### config.mk
export PLATFORM = sky130hd
export DESIGN_NAME = inv_round_iter
export DESIGN_NICKNAME = d
export VERILOG_FILES = /design/src/rtl/inv_round_pkg.sv /design/src/rtl/inv_round_comb.sv /design/src/rtl/inv_round_iter.sv
export SDC_FILE = /design/constraint.sdc
export NUM_CORES = 1
export LEC_CHECK = 0
export ABC_CLOCK_PERIOD_IN_PS = 6750
export CAP_MARGIN = 20
export CORE_ASPECT_RATIO = 1.4
export CORE_MARGIN = 2
export CORE_UTILIZATION = 60
export DETAILED_ROUTE_END_ITERATION = 10
export GPL_TIMING_DRIVEN = 0
export PLACE_DENSITY = 0.84
export SYNTH_ARGS = -nofsm -noshare
export SYNTH_HDL_FRONTEND = slang
export SYNTH_HIERARCHICAL = 1
export SYNTH_SLANG_ARGS = --single-unit
### constraint.sdc
create_clock -name clk_i -period 6.75 [get_ports clk_i]
set_input_delay 0.675 -clock clk_i [delete_from_list [all_inputs] [get_ports clk_i]]
set_output_delay 0.675 -clock clk_i [all_outputs]
set_load 0.01 [all_outputs]
### src/rtl/inv_round_pkg.sv
// inv_round_pkg: shared state type, S-box tables and forward/inverse SPN round functions.
package inv_round_pkg;

    localparam int NIBW = 4;

    localparam logic [NIBW-1:0] SBOX [16] = '{
        4'hC, 4'h5, 4'h6, 4'hB, 4'h9, 4'h0, 4'hA, 4'hD,
        4'h3, 4'hE, 4'hF, 4'h8, 4'h4, 4'h7, 4'h1, 4'h2
    };

    localparam logic [NIBW-1:0] INV_SBOX [16] = '{
        4'h5, 4'hE, 4'hF, 4'h8, 4'hC, 4'h1, 4'h2, 4'hD,
        4'hB, 4'h4, 4'h6, 4'h3, 4'h0, 4'h7, 4'h9, 4'hA
    };

    typedef enum logic [1:0] {IDLE, RUN, DONE} state_t;

    // GF(2^4) multiply, reduction polynomial x^4+x+1.
    function automatic logic [NIBW-1:0] gf16_mul(input logic [NIBW-1:0] a, input logic [NIBW-1:0] b);
        logic [NIBW-1:0] p;
        logic [NIBW-1:0] x;
        p = '0;
        x = a;
        for (int i = 0; i < NIBW; i++) begin
            p = b[i] ? (p ^ x) : p;
            x = {x[NIBW-2:0], 1'b0} ^ (x[NIBW-1] ? 4'h3 : 4'h0);
        end
        return p;
    endfunction

    // [[3,2],[2,3]] squares to identity, so one mix serves both directions.
    function automatic logic [15:0] mix_cols(input logic [15:0] s);
        logic [15:0] r;
        r = '0;
        for (int c = 0; c < 2; c++) begin
            r[c*2*NIBW +: NIBW] = gf16_mul(4'h3, s[c*2*NIBW +: NIBW])
                                ^ gf16_mul(4'h2, s[c*2*NIBW+NIBW +: NIBW]);
            r[c*2*NIBW+NIBW +: NIBW] = gf16_mul(4'h2, s[c*2*NIBW +: NIBW])
                                     ^ gf16_mul(4'h3, s[c*2*NIBW+NIBW +: NIBW]);
        end
        return r;
    endfunction

    function automatic logic [15:0] swap_n1_n3(input logic [15:0] s);
        return {s[7:4], s[11:8], s[15:12], s[3:0]};
    endfunction

    function automatic logic [15:0] sub_nibbles(input logic [15:0] s, input logic inv);
        logic [15:0] r;
        r = '0;
        for (int i = 0; i < 4; i++)
            r[i*NIBW +: NIBW] = inv ? INV_SBOX[s[i*NIBW +: NIBW]] : SBOX[s[i*NIBW +: NIBW]];
        return r;
    endfunction

    function automatic logic [15:0] fwd_round(input logic [15:0] d, input logic [15:0] k);
        return mix_cols(swap_n1_n3(sub_nibbles(d ^ k, 1'b0)));
    endfunction

    function automatic logic [15:0] inv_round(input logic [15:0] d, input logic [15:0] k);
        return sub_nibbles(swap_n1_n3(mix_cols(d)), 1'b1) ^ k;
    endfunction

endpackage

### src/rtl/inv_round_comb.sv
// inv_round_comb: one combinational inverse SPN round.
module inv_round_comb
    import inv_round_pkg::*;
(
    input  logic [15:0] data_i,
    input  logic [15:0] key_i,
    output logic [15:0] data_o
);

    assign data_o = inv_round(data_i, key_i);

endmodule

### src/rtl/inv_round_iter.sv
// inv_round_iter: iterative decryptor applying NROUNDS inverse rounds per word from an internal key file.
// Define INV_ROUND_ITER_UNROLL2_EN to apply two rounds per clock (same ports and results, lower latency).
module inv_round_iter
    import inv_round_pkg::*;
#(
    parameter int DATAW   = 16,
    parameter int NROUNDS = 4,
    parameter int KIDXW   = (NROUNDS > 1) ? $clog2(NROUNDS) : 1
) (
    input  logic             clk_i,
    input  logic             rst_ni,
    input  logic             key_we_i,
    input  logic [KIDXW-1:0] key_idx_i,
    input  logic [DATAW-1:0] key_i,
    input  logic             ct_valid_i,
    output logic             ct_ready_o,
    input  logic [DATAW-1:0] ct_i,
    output logic             pt_valid_o,
    input  logic             pt_ready_i,
    output logic [DATAW-1:0] pt_o,
    output logic             busy_o
);

    if (DATAW != 16 || NROUNDS < 1 || NROUNDS > 15) begin : g_bad_cfg
        $error("inv_round_iter: DATAW must be 16 and NROUNDS within 1..15");
    end

    state_t           state_q, state_d;
    logic [DATAW-1:0] data_q, data_d;
    logic [KIDXW-1:0] rnd_q, rnd_d;
    logic [DATAW-1:0] key_q [NROUNDS];
    logic [DATAW-1:0] key_d [NROUNDS];
    logic             ct_ready_q, pt_valid_q, busy_q;
    logic [DATAW-1:0] r1, step;
    logic [KIDXW-1:0] rnd_next;
    logic             last;

    inv_round_comb u_round0 (.data_i(data_q), .key_i(key_q[rnd_q]), .data_o(r1));

`ifdef INV_ROUND_ITER_UNROLL2_EN
    logic [DATAW-1:0] r2;
    logic [KIDXW-1:0] rnd_lo;
    assign rnd_lo = (rnd_q == '0) ? '0 : rnd_q - KIDXW'(1);
    inv_round_comb u_round1 (.data_i(r1), .key_i(key_q[rnd_lo]), .data_o(r2));
    // An odd round count ends on rnd=0, where only the first round applies.
    assign last     = rnd_q <= KIDXW'(1);
    assign step     = (rnd_q == '0) ? r1 : r2;
    assign rnd_next = rnd_q - KIDXW'(1) - KIDXW'(1);
`else
    assign last     = rnd_q == '0;
    assign step     = r1;
    assign rnd_next = rnd_q - KIDXW'(1);
`endif

    always_comb begin
        state_d = state_q;
        data_d  = data_q;
        rnd_d   = rnd_q;
        for (int i = 0; i < NROUNDS; i++)
            key_d[i] = (state_q == IDLE && key_we_i && key_idx_i == KIDXW'(i)) ? key_i : key_q[i];
        if (state_q == IDLE && ct_valid_i) begin
            state_d = RUN;
            data_d  = ct_i;
            rnd_d   = KIDXW'(NROUNDS - 1);
        end else if (state_q == RUN) begin
            data_d  = step;
            rnd_d   = last ? '0 : rnd_next;
            state_d = last ? DONE : RUN;
        end else if (state_q == DONE && pt_ready_i) begin
            state_d = IDLE;
        end
    end

    always_ff @(posedge clk_i or negedge rst_ni) begin
        if (!rst_ni) begin
            state_q    <= IDLE;
            data_q     <= '0;
            rnd_q      <= '0;
            key_q      <= '{default: '0};
            ct_ready_q <= 1'b1;
            pt_valid_q <= 1'b0;
            busy_q     <= 1'b0;
        end else begin
            state_q    <= state_d;
            data_q     <= data_d;
            rnd_q      <= rnd_d;
            key_q      <= key_d;
            ct_ready_q <= state_d == IDLE;
            pt_valid_q <= state_d == DONE;
            busy_q     <= state_d != IDLE;
        end
    end

    assign ct_ready_o = ct_ready_q;
    assign pt_valid_o = pt_valid_q;
    assign busy_o     = busy_q;
    assign pt_o       = data_q;

endmodule

# Word level (Yosys, flattened, before mapping)
# Memory sizes are Yosys's and may differ from the RTL's.
# Cells that the tools add are included.
# classes
multipliers	0
n_shift	0
bitwise_logic	34
eq_ne	6
n_addsub	1
order_cmp	5
n_mux	52
reduce_logical	13
n_div	0
# op_table
cell	count
$mux W4	20
$mux W16	4
$mux W2	19
$bmux W16 S2	1
$mux W3	8
$not A2 Y2	12
$ge A5 B5 Y1 const B	4
$not A4 Y5	4
$xor A16 B16 Y16	1
$xor A4 B4 Y4	4
$not A3 Y3	4
$eq A2 B2 Y1 const B	4
$logic_not A2 Y1	4
$not A1 Y1 const A	8
$logic_and A1 B1 Y1	7
$eq A2 B1 Y1 const B	2
$reduce_bool A2 Y1	2
$ge A3 B3 Y1 const B	1
$not A2 Y3	1
$sub A2 B1 Y2 const B	1
# totals
romBits	256
memories	4
wordCells	125
regBits	87
mem_bits_rw	0
latch_bits	0
# memory_table
memory	words	width	rd	rd_ports_with_merged_regs	write_ports	line	source
(name not given)	16	4	1	0	0	inv_round_pkg.sv:52	r[i*NIBW +: NIBW] = inv ? INV_SBOX[s[i*NIBW +: NIBW]] : SBOX[s[i*NIBW +: NIBW]];
(name not given)	16	4	1	0	0	inv_round_pkg.sv:52	
(name not given)	16	4	1	0	0	inv_round_pkg.sv:52	
(name not given)	16	4	1	0	0	inv_round_pkg.sv:52	

# Depth between registers and ports, before layout
# Gate-level depths: netlist of the first run.
# depth
depth_word	15
depth_mapped	12
mapped_depth_nobuf	11

# Modules after synthesis
# Netlist of the first run, hierarchy kept.
# by_module_without_submodules
module	instances	seq_area_each_um2	cells_each	area_per_inst_um2
inv_round_iter	1	2178.3	252	3900.0
inv_round_comb	1	0.0	189	1640.3

# Worst setup path after synthesis of the first run
# No wires, ideal clock.
# synth_path
path_kind	reg2reg
startpoint	register data_q[0], in the netlist pt_o[0]
endpoint	register data_q[13], in the netlist pt_o[13]
n_path_buf	0
path_stages_with_launch	11
path_slack_ns	3.964
arrival_time_ns	2.662
t_required_ns	6.626
cell_sequence	dfrtp_1 > xnor3_1 > xnor2_1 > ha_1 > inv_1 > maj3_1 > o2111a_1 > nor4b_2 > xor2_1 > a22oi_1 > nand2_1
# synth_between
elab_chain_len	13
# synth_rtl
item	line	source
start, declared	inv_round_iter.sv:29	logic [DATAW-1:0] data_q, data_d;
start signal, assigned	inv_round_iter.sv:85	data_q <= data_d;
$mux W2 *	inv_round_pkg.sv:25	p = b[i] ? (p ^ x) : p;
$mux W3 *	inv_round_pkg.sv:25	
$mux W4 *	inv_round_pkg.sv:25	
$not A2 Y2 (no source line)	-	
$mux W2 *	inv_round_pkg.sv:25	
$xor A4 B4 Y4 *	inv_round_pkg.sv:39	^ gf16_mul(4'h3, s[c*2*NIBW+NIBW +: NIBW]);
$not A4 Y5 (not written as such) *	inv_round_pkg.sv:52	
$mem_v2 Z16 W4 *	-	
$mux W4 (not written as such) * (2 in a row)	inv_round_pkg.sv:52	
$xor A16 B16 Y16 *	inv_round_pkg.sv:61	return sub_nibbles(swap_n1_n3(mix_cols(d)), 1'b1) ^ k;
via r1[13]	inv_round_iter.sv:34	logic [DATAW-1:0] r1, step;
$mux W16 *	inv_round_iter.sv:65	end else if (state_q == RUN) begin
$mux W16 *	inv_round_iter.sv:61	if (state_q == IDLE && ct_valid_i) begin
# The timed path passes the listed nets; every way through them passes the cells marked *. The select of a mux whose other input is x is not followed.
# A chain may end at the register's enable or synchronous reset.

# Final worst setup path of the first run
# Same ends and word-level chain as after synthesis.

==> results of run 1 <==
metrics by stage:
step                      instance area [um2]  hold WS (ns)  worst slack (ns)  util (%)  std cells
after floorplan                          5540         0.379              3.96         -        441
after global placement                   6240         0.471              2.10      69.6        605
after detailed placement                 6270         0.491              3.62      69.8        606
after CTS                                6590         0.198              3.62      73.4        621
after global routing                     6590         0.207              3.39      73.4        621
final                                    6590         0.199              3.61      73.4        621
logic make-up (layout without fill, tap and decap cells):
| group | count (synthesis) | count (layout) | share of synthesized area, % |
|---|---|---|---|
| AOI/OAI and AO/OA | 70 | 70 | 9.21 |
| xor gates and xnor gates | 56 | 56 | 13.5 |
| adders and majority gates | 15 | 15 | 3.30 |
| buffers and inverters | 37 | 110 | 4.04 |
| DFF | 87 | 87 | 39.3 |
| muxes | 89 | 89 | 22.5 |
| and+or+nand+nor | 87 | 87 | 8.18 |
routing by layer:
layer	global-route usage [%]	up-vias	wire length [um]	part of all wire [%]
met5	0	-	0	0
met4	10.5	0	270	2.3
met3	3.37	21	444	3.8
met2	43.3	108	6250	53
met1	31.4	1878	4790	41
li1	-	1733	-	-
cell type report:
type	instances	area, um2
Inverter	11	41.3
Timing Repair Buffer	58	596
Clock buffer	10	239
Buffer	26	183
Fill cell	567	2390
Multi-Input combinational cell	317	3140
Clock inverter	5	81.3
Sequential cell	87	2180
Tap cell	107	134
cells in the mapped netlist (3+ instances only):
library cell	n	area share [%]
a211oi_1	3	0.41
a21oi_1	9	0.81
a22oi_1	16	2.2
buf_2	15	1.4
buf_6	4	0.81
clkbuf_1	4	0.27
dfrtp_1	86	39
ha_1	13	2.9
inv_1	11	0.75
mux2_2	42	8.5
mux2_4	20	5.4
mux2i_1	9	1.6
mux4_2	16	6.5
nand2_1	46	3.1
nand2b_1	3	0.34
nand3_1	4	0.36
nor2_1	12	0.81
nor3_1	6	0.54
o211ai_1	7	0.95
o21ai_0	10	0.90
o22ai_1	3	0.34
xnor2_1	24	3.8
xnor3_1	5	2.0
xor2_1	15	2.4
xor3_4	3	1.5
flip-flops by register name, summed over array words and instances (netlist names):
name	cells
pt_o	16
rnd_q	2
ct_ready_o	1
state_q	2
pt_valid_o	1
busy_o	1
key_q	64
path summary, 6_finish.rpt:
check | startpoint | end | slack [ns]
max reg2reg | pt_o[0] | pt_o[13] | 3.61
min in group clk_i | key_q[18] | key_q[18] | 0.50
min reg2reg | key_q[18] | key_q[18] | 0.50
min | rst_ni | key_q[33] | 0.20
max in group asynchronous | rst_ni | pt_o[10] | 5.94
max | pt_o[0] | pt_o[13] | 3.61
==> results.py, run 1 <==
metrics = {
    "sta": {
        "fin_skew_ns": 0.00596,
        "post-route-min-period_ns": 3.14,
        "worst_pin_slew_ns": 0.629,
        "finalSetupViolations": 0,
        "clock.fmax_ghz": 0.318,
        "setup_tns_ns": 0,
        "grt_setup_unrepaired": "no",
        "finalCritPeriodShare_pct": 46.5,
        "max_slew_margin_pct": 57.9,
        "report.final.slew_viol_count": 0,
        "hold_viol": 0,
    },
    "cts": {
        "htree_levels": 3,
        "clock_latency_ns": 0.34,
        "cts_tree": "built",
        "postCtsSetupRepairBufs": 0,
        "cts_hold_buf": 0,
        "cts_buffer_depth": 2,
        "clockRootBuffer": "clkbuf_16",
        "clk_pin_slew_ns": 0.06,
        "cts_buffers": 9,
        "ctsResizeCount": 0,
        "cts.sinks": 87,
    },
    "critical_path": {
        "cp_slowest_cell": "xnor3_1",
        "crit_path_end_kind": "flip-flop",
        "cp_num_cells": 10,
        "critPathArrivalTime_ns": 3.37,
        "critPathBufInv": 1,
        "cp_top_family": "XOR/XNOR gates",
        "critPathKind": "reg2reg",
        "crit_path_start_kind": "flip-flop",
        "cp_max_fo": 6,
        "path_cells": "xnor3_1 -> xnor2_1 -> ha_1 -> inv_1 -> maj3_1 -> o2111a_1 -> nor4b_2 -> xor2_1 -> a22oi_1 -> nand2_1",
        "rr_worst_depth": 10,
        "crit_required_ns": 6.97,
        "max_stage_delay_ns": 0.52,
    },
    "drt": {
        "via_per_inst": 6.02,
        "dr_total_vias": 3740,
        "drc": 0,
        "antenna_left": 0,
        "first_pass_iters": 5,
        "first_iter_violations": 266,
        "routedWlPerCell_um": 18.9,
        "drt_wl_total_mm": 11.8,
    },
    "layout": {
        "area_growth_pct": 18.9,
        "final_cell_mix": "dfrtp_1, clkdlybuf4s50_1, nand2_1",
        "layout.nets": 562,
        "num_antenna_cells": 0,
        "drive_above_1_share_pct": 27.0,
        "final_common_cell": "dfrtp_1",
    },
    "global_route": {
        "grt_pass1_vias": 4042,
        "grtUsageTotal_pct": 25.1,
        "antenna_found_initial": 0,
        "grt_max_degree": 72,
        "grt_pass1_wl_mm": 19.8,
        "grt_overflow": 0,
    },
    "synth": {
        "ys_ff_latch": 87,
        "syn_inst": 441,
        "synth_nets": 493,
        "syn_area_per_cell_um2": 12.6,
        "ys_seq_area_share_pct": 39.3,
        "synth_ff_type": "dfrtp_1",
        "yosysWarnings": 6,
        "synthArstFlopShare_pct": 100,
        "synth_area_mm2": 0.00554,
        "synth-edff-count": 0,
        "ys_types": 68,
    },
    "placement": {
        "gp_congestion": 0.871,
        "port_buffers": 57,
        "dp_hpwl_mm": 8.40,
    },
    "floorplan": {
        "die_h_um": 118,
        "core-area_mm2": 0.00898,
        "placementRows": 41,
        "die-area_mm2": 0.0100,
        "fp.dieW_um": 85.2,
        "io_pins": 58,
        "start_util_pct": 61.7,
    },
    "job": {
        "drv_cap": 0,
    },
    "outcome": {
        "status": "complete, no violations",
    },
    "min_path": {
        "min_path_type": "in2async",
    },
}
Power of run 1 is left out: the tool's default activity adds up to more than one toggle a clock period on the data nets, which glitch-free logic cannot reach.
==> run 2: changes to the inputs <==
- ABC_CLOCK_PERIOD_IN_PS: 6750 -> 2850
- CORE_UTILIZATION: 60 -> 52
- PLACE_DENSITY: 0.84 -> 0.77
- clock period: 6.75 -> 2.85 ns (I/O delays scaled with it)
==> results.py, run 2 (synthesis gave the netlist of run 1 again) <==
metrics = {
    "sta": {
        "worst_pin_slew_ns": 0.627,
        "clock.fmax_ghz": 0.366,
        "fin_skew_ns": 0.00515,
        "max_slew_margin_pct": 58.0,
        "finalCritPeriodShare_pct": 95.8,
        "hold_viol": 0,
        "grt_setup_unrepaired": "no",
        "post-route-min-period_ns": 2.73,
        "report.final.slew_viol_count": 0,
        "setup_ws_ns": 0.119,
        "finalSetupViolations": 0,
    },
    "layout": {
        "final_cell_mix": "dfrtp_1, clkdlybuf4s50_1, nand2_1",
        "area_growth_pct": 20.1,
        "regMostFlops": "key_q",
        "final_common_cell": "dfrtp_1",
        "drive_above_1_share_pct": 28.7,
        "final_cells": 654,
        "fin_area_mm2": 0.00665,
        "num_antenna_cells": 0,
        "finish.utilization_pct": 64.3,
        "largest_register_ffs": 64,
        "layout.nets": 564,
    },
    "cts": {
        "cts.sinks": 87,
        "cts_buffers": 9,
        "clock_latency_ns": 0.34,
        "cts_buffer_depth": 2,
        "clk_pin_slew_ns": 0.06,
        "htree_levels": 3,
        "cts_tree": "built",
        "clockRootBuffer": "clkbuf_16",
    },
    "critical_path": {
        "critPathBufInv": 1,
        "cp_slowest_cell": "dfrtp_1",
        "critPathArrivalTime_ns": 2.95,
        "path_cells": "xor2_1 -> xnor2_4 -> ha_4 -> inv_1 -> maj3_1 -> o2111a_1 -> nor4b_2 -> xor2_1 -> a22oi_1 -> nand2_1",
        "cp_common_cell": "xor2_1",
        "crit_path_start_kind": "flip-flop",
        "critPathKind": "reg2reg",
        "max_stage_delay_ns": 0.57,
        "crit_required_ns": 3.06,
        "cp_max_fo": 6,
        "cp_top_family": "XOR/XNOR gates",
        "crit_path_end_kind": "flip-flop",
    },
    "floorplan": {
        "fp.dieW_um": 91.2,
        "core-area_mm2": 0.0103,
        "die_h_um": 126,
        "io_pins": 58,
        "die-area_mm2": 0.0115,
        "placementRows": 44,
        "start_util_pct": 53.5,
    },
    "drt": {
        "antenna_left": 0,
        "via_per_inst": 5.73,
        "drc": 0,
        "drt_wl_total_mm": 11.7,
        "dr_total_vias": 3748,
        "first_pass_iters": 4,
        "first_iter_violations": 198,
        "routedWlPerCell_um": 17.9,
    },
    "global_route": {
        "grt_use_met2_pct": 38.2,
        "antenna_found_initial": 0,
        "grt_pass1_wl_mm": 19.5,
        "grt_pass1_vias": 3893,
        "use_met3_pct": 1.73,
        "grt_overflow": 0,
        "met1_usage_pct": 26.3,
        "grtUsageTotal_pct": 21.4,
        "grt-busiest-layer": "met2",
        "grt_max_degree": 74,
    },
    "job": {
        "drv_cap": 0,
    },
    "placement": {
        "gp_congestion": 0.849,
        "dp_hpwl_mm": 8.61,
        "post-place-ws_ns": -0.259,
        "dp.cells": 637,
        "port_buffers": 57,
        "postPlaceCellArea_mm2": 0.00631,
    },
    "min_path": {
        "min_path_type": "in2async",
    },
    "outcome": {
        "status": "complete, no violations",
    },
}
==> run 2: changes by cell type in the layout (fill, tap and decap cells not counted), sizes merged <==
cell / previous run / this run
dlygate4sd3: 0 / 1
bufinv: 2 / 0
clkinvlp: 1 / 2
clkinv: 1 / 2
buf: 24 / 26
clkbuf: 14 / 13
==> run 2: final timing paths <==
check	end	cells past startpoint	slack, ns	startpoint
worst max-delay path	pt_o[13]	10	0.12	pt_o[5]
worst min-delay path	key_q[34]	2	0.35	rst_ni
worst max register to register	pt_o[13]	10	0.12	pt_o[5]
worst min register to register	pt_o[11]	2	0.50	pt_o[11]
max in group asynchronous	pt_o[14]	3	1.87	rst_ni
min in group clk_i	pt_o[11]	2	0.50	pt_o[11]
==> run 2: final cells by class <==
cell class,instances,area [um2]
clock buffers,10,239
flip-flops and latches,87,2180
well taps,138,173
inverters,11,41.3
repair buffers,61,621
fillers,817,3700
multi-input cells,317,3190
clock inverters,5,33.8
plain buffers,25,181
==> run 2: repair_timing <==
action,4_1_cts,5_1_grt
buffers inserted,2,0
gates resized for setup,6,4
pin swaps,3,1
endpoints found under the hold margin,13,0
hold buffers,1,0
setup endpoints to repair,1,6
==> run 2: per-layer routing <==
metal / share of wire (%) / routed length (um)
met2: 53 / 6240
met3: 3.0 / 347
met1: 41 / 4840
met5: 0 / 0
met4: 2.5 / 288
==> run 2: stage by stage <==
stage / TNS (ns) / hold slack (ns)
3_5_place_dp: -0.259 / 0.160
2_1_floorplan: 0 / -0.0106
4_1_cts: 0 / 0.338
3_3_place_gp: -127.18 / 0.469
5_1_grt: 0 / 0.383
6_report: 0 / 0.349
Power of run 2 is left out for the same reason.
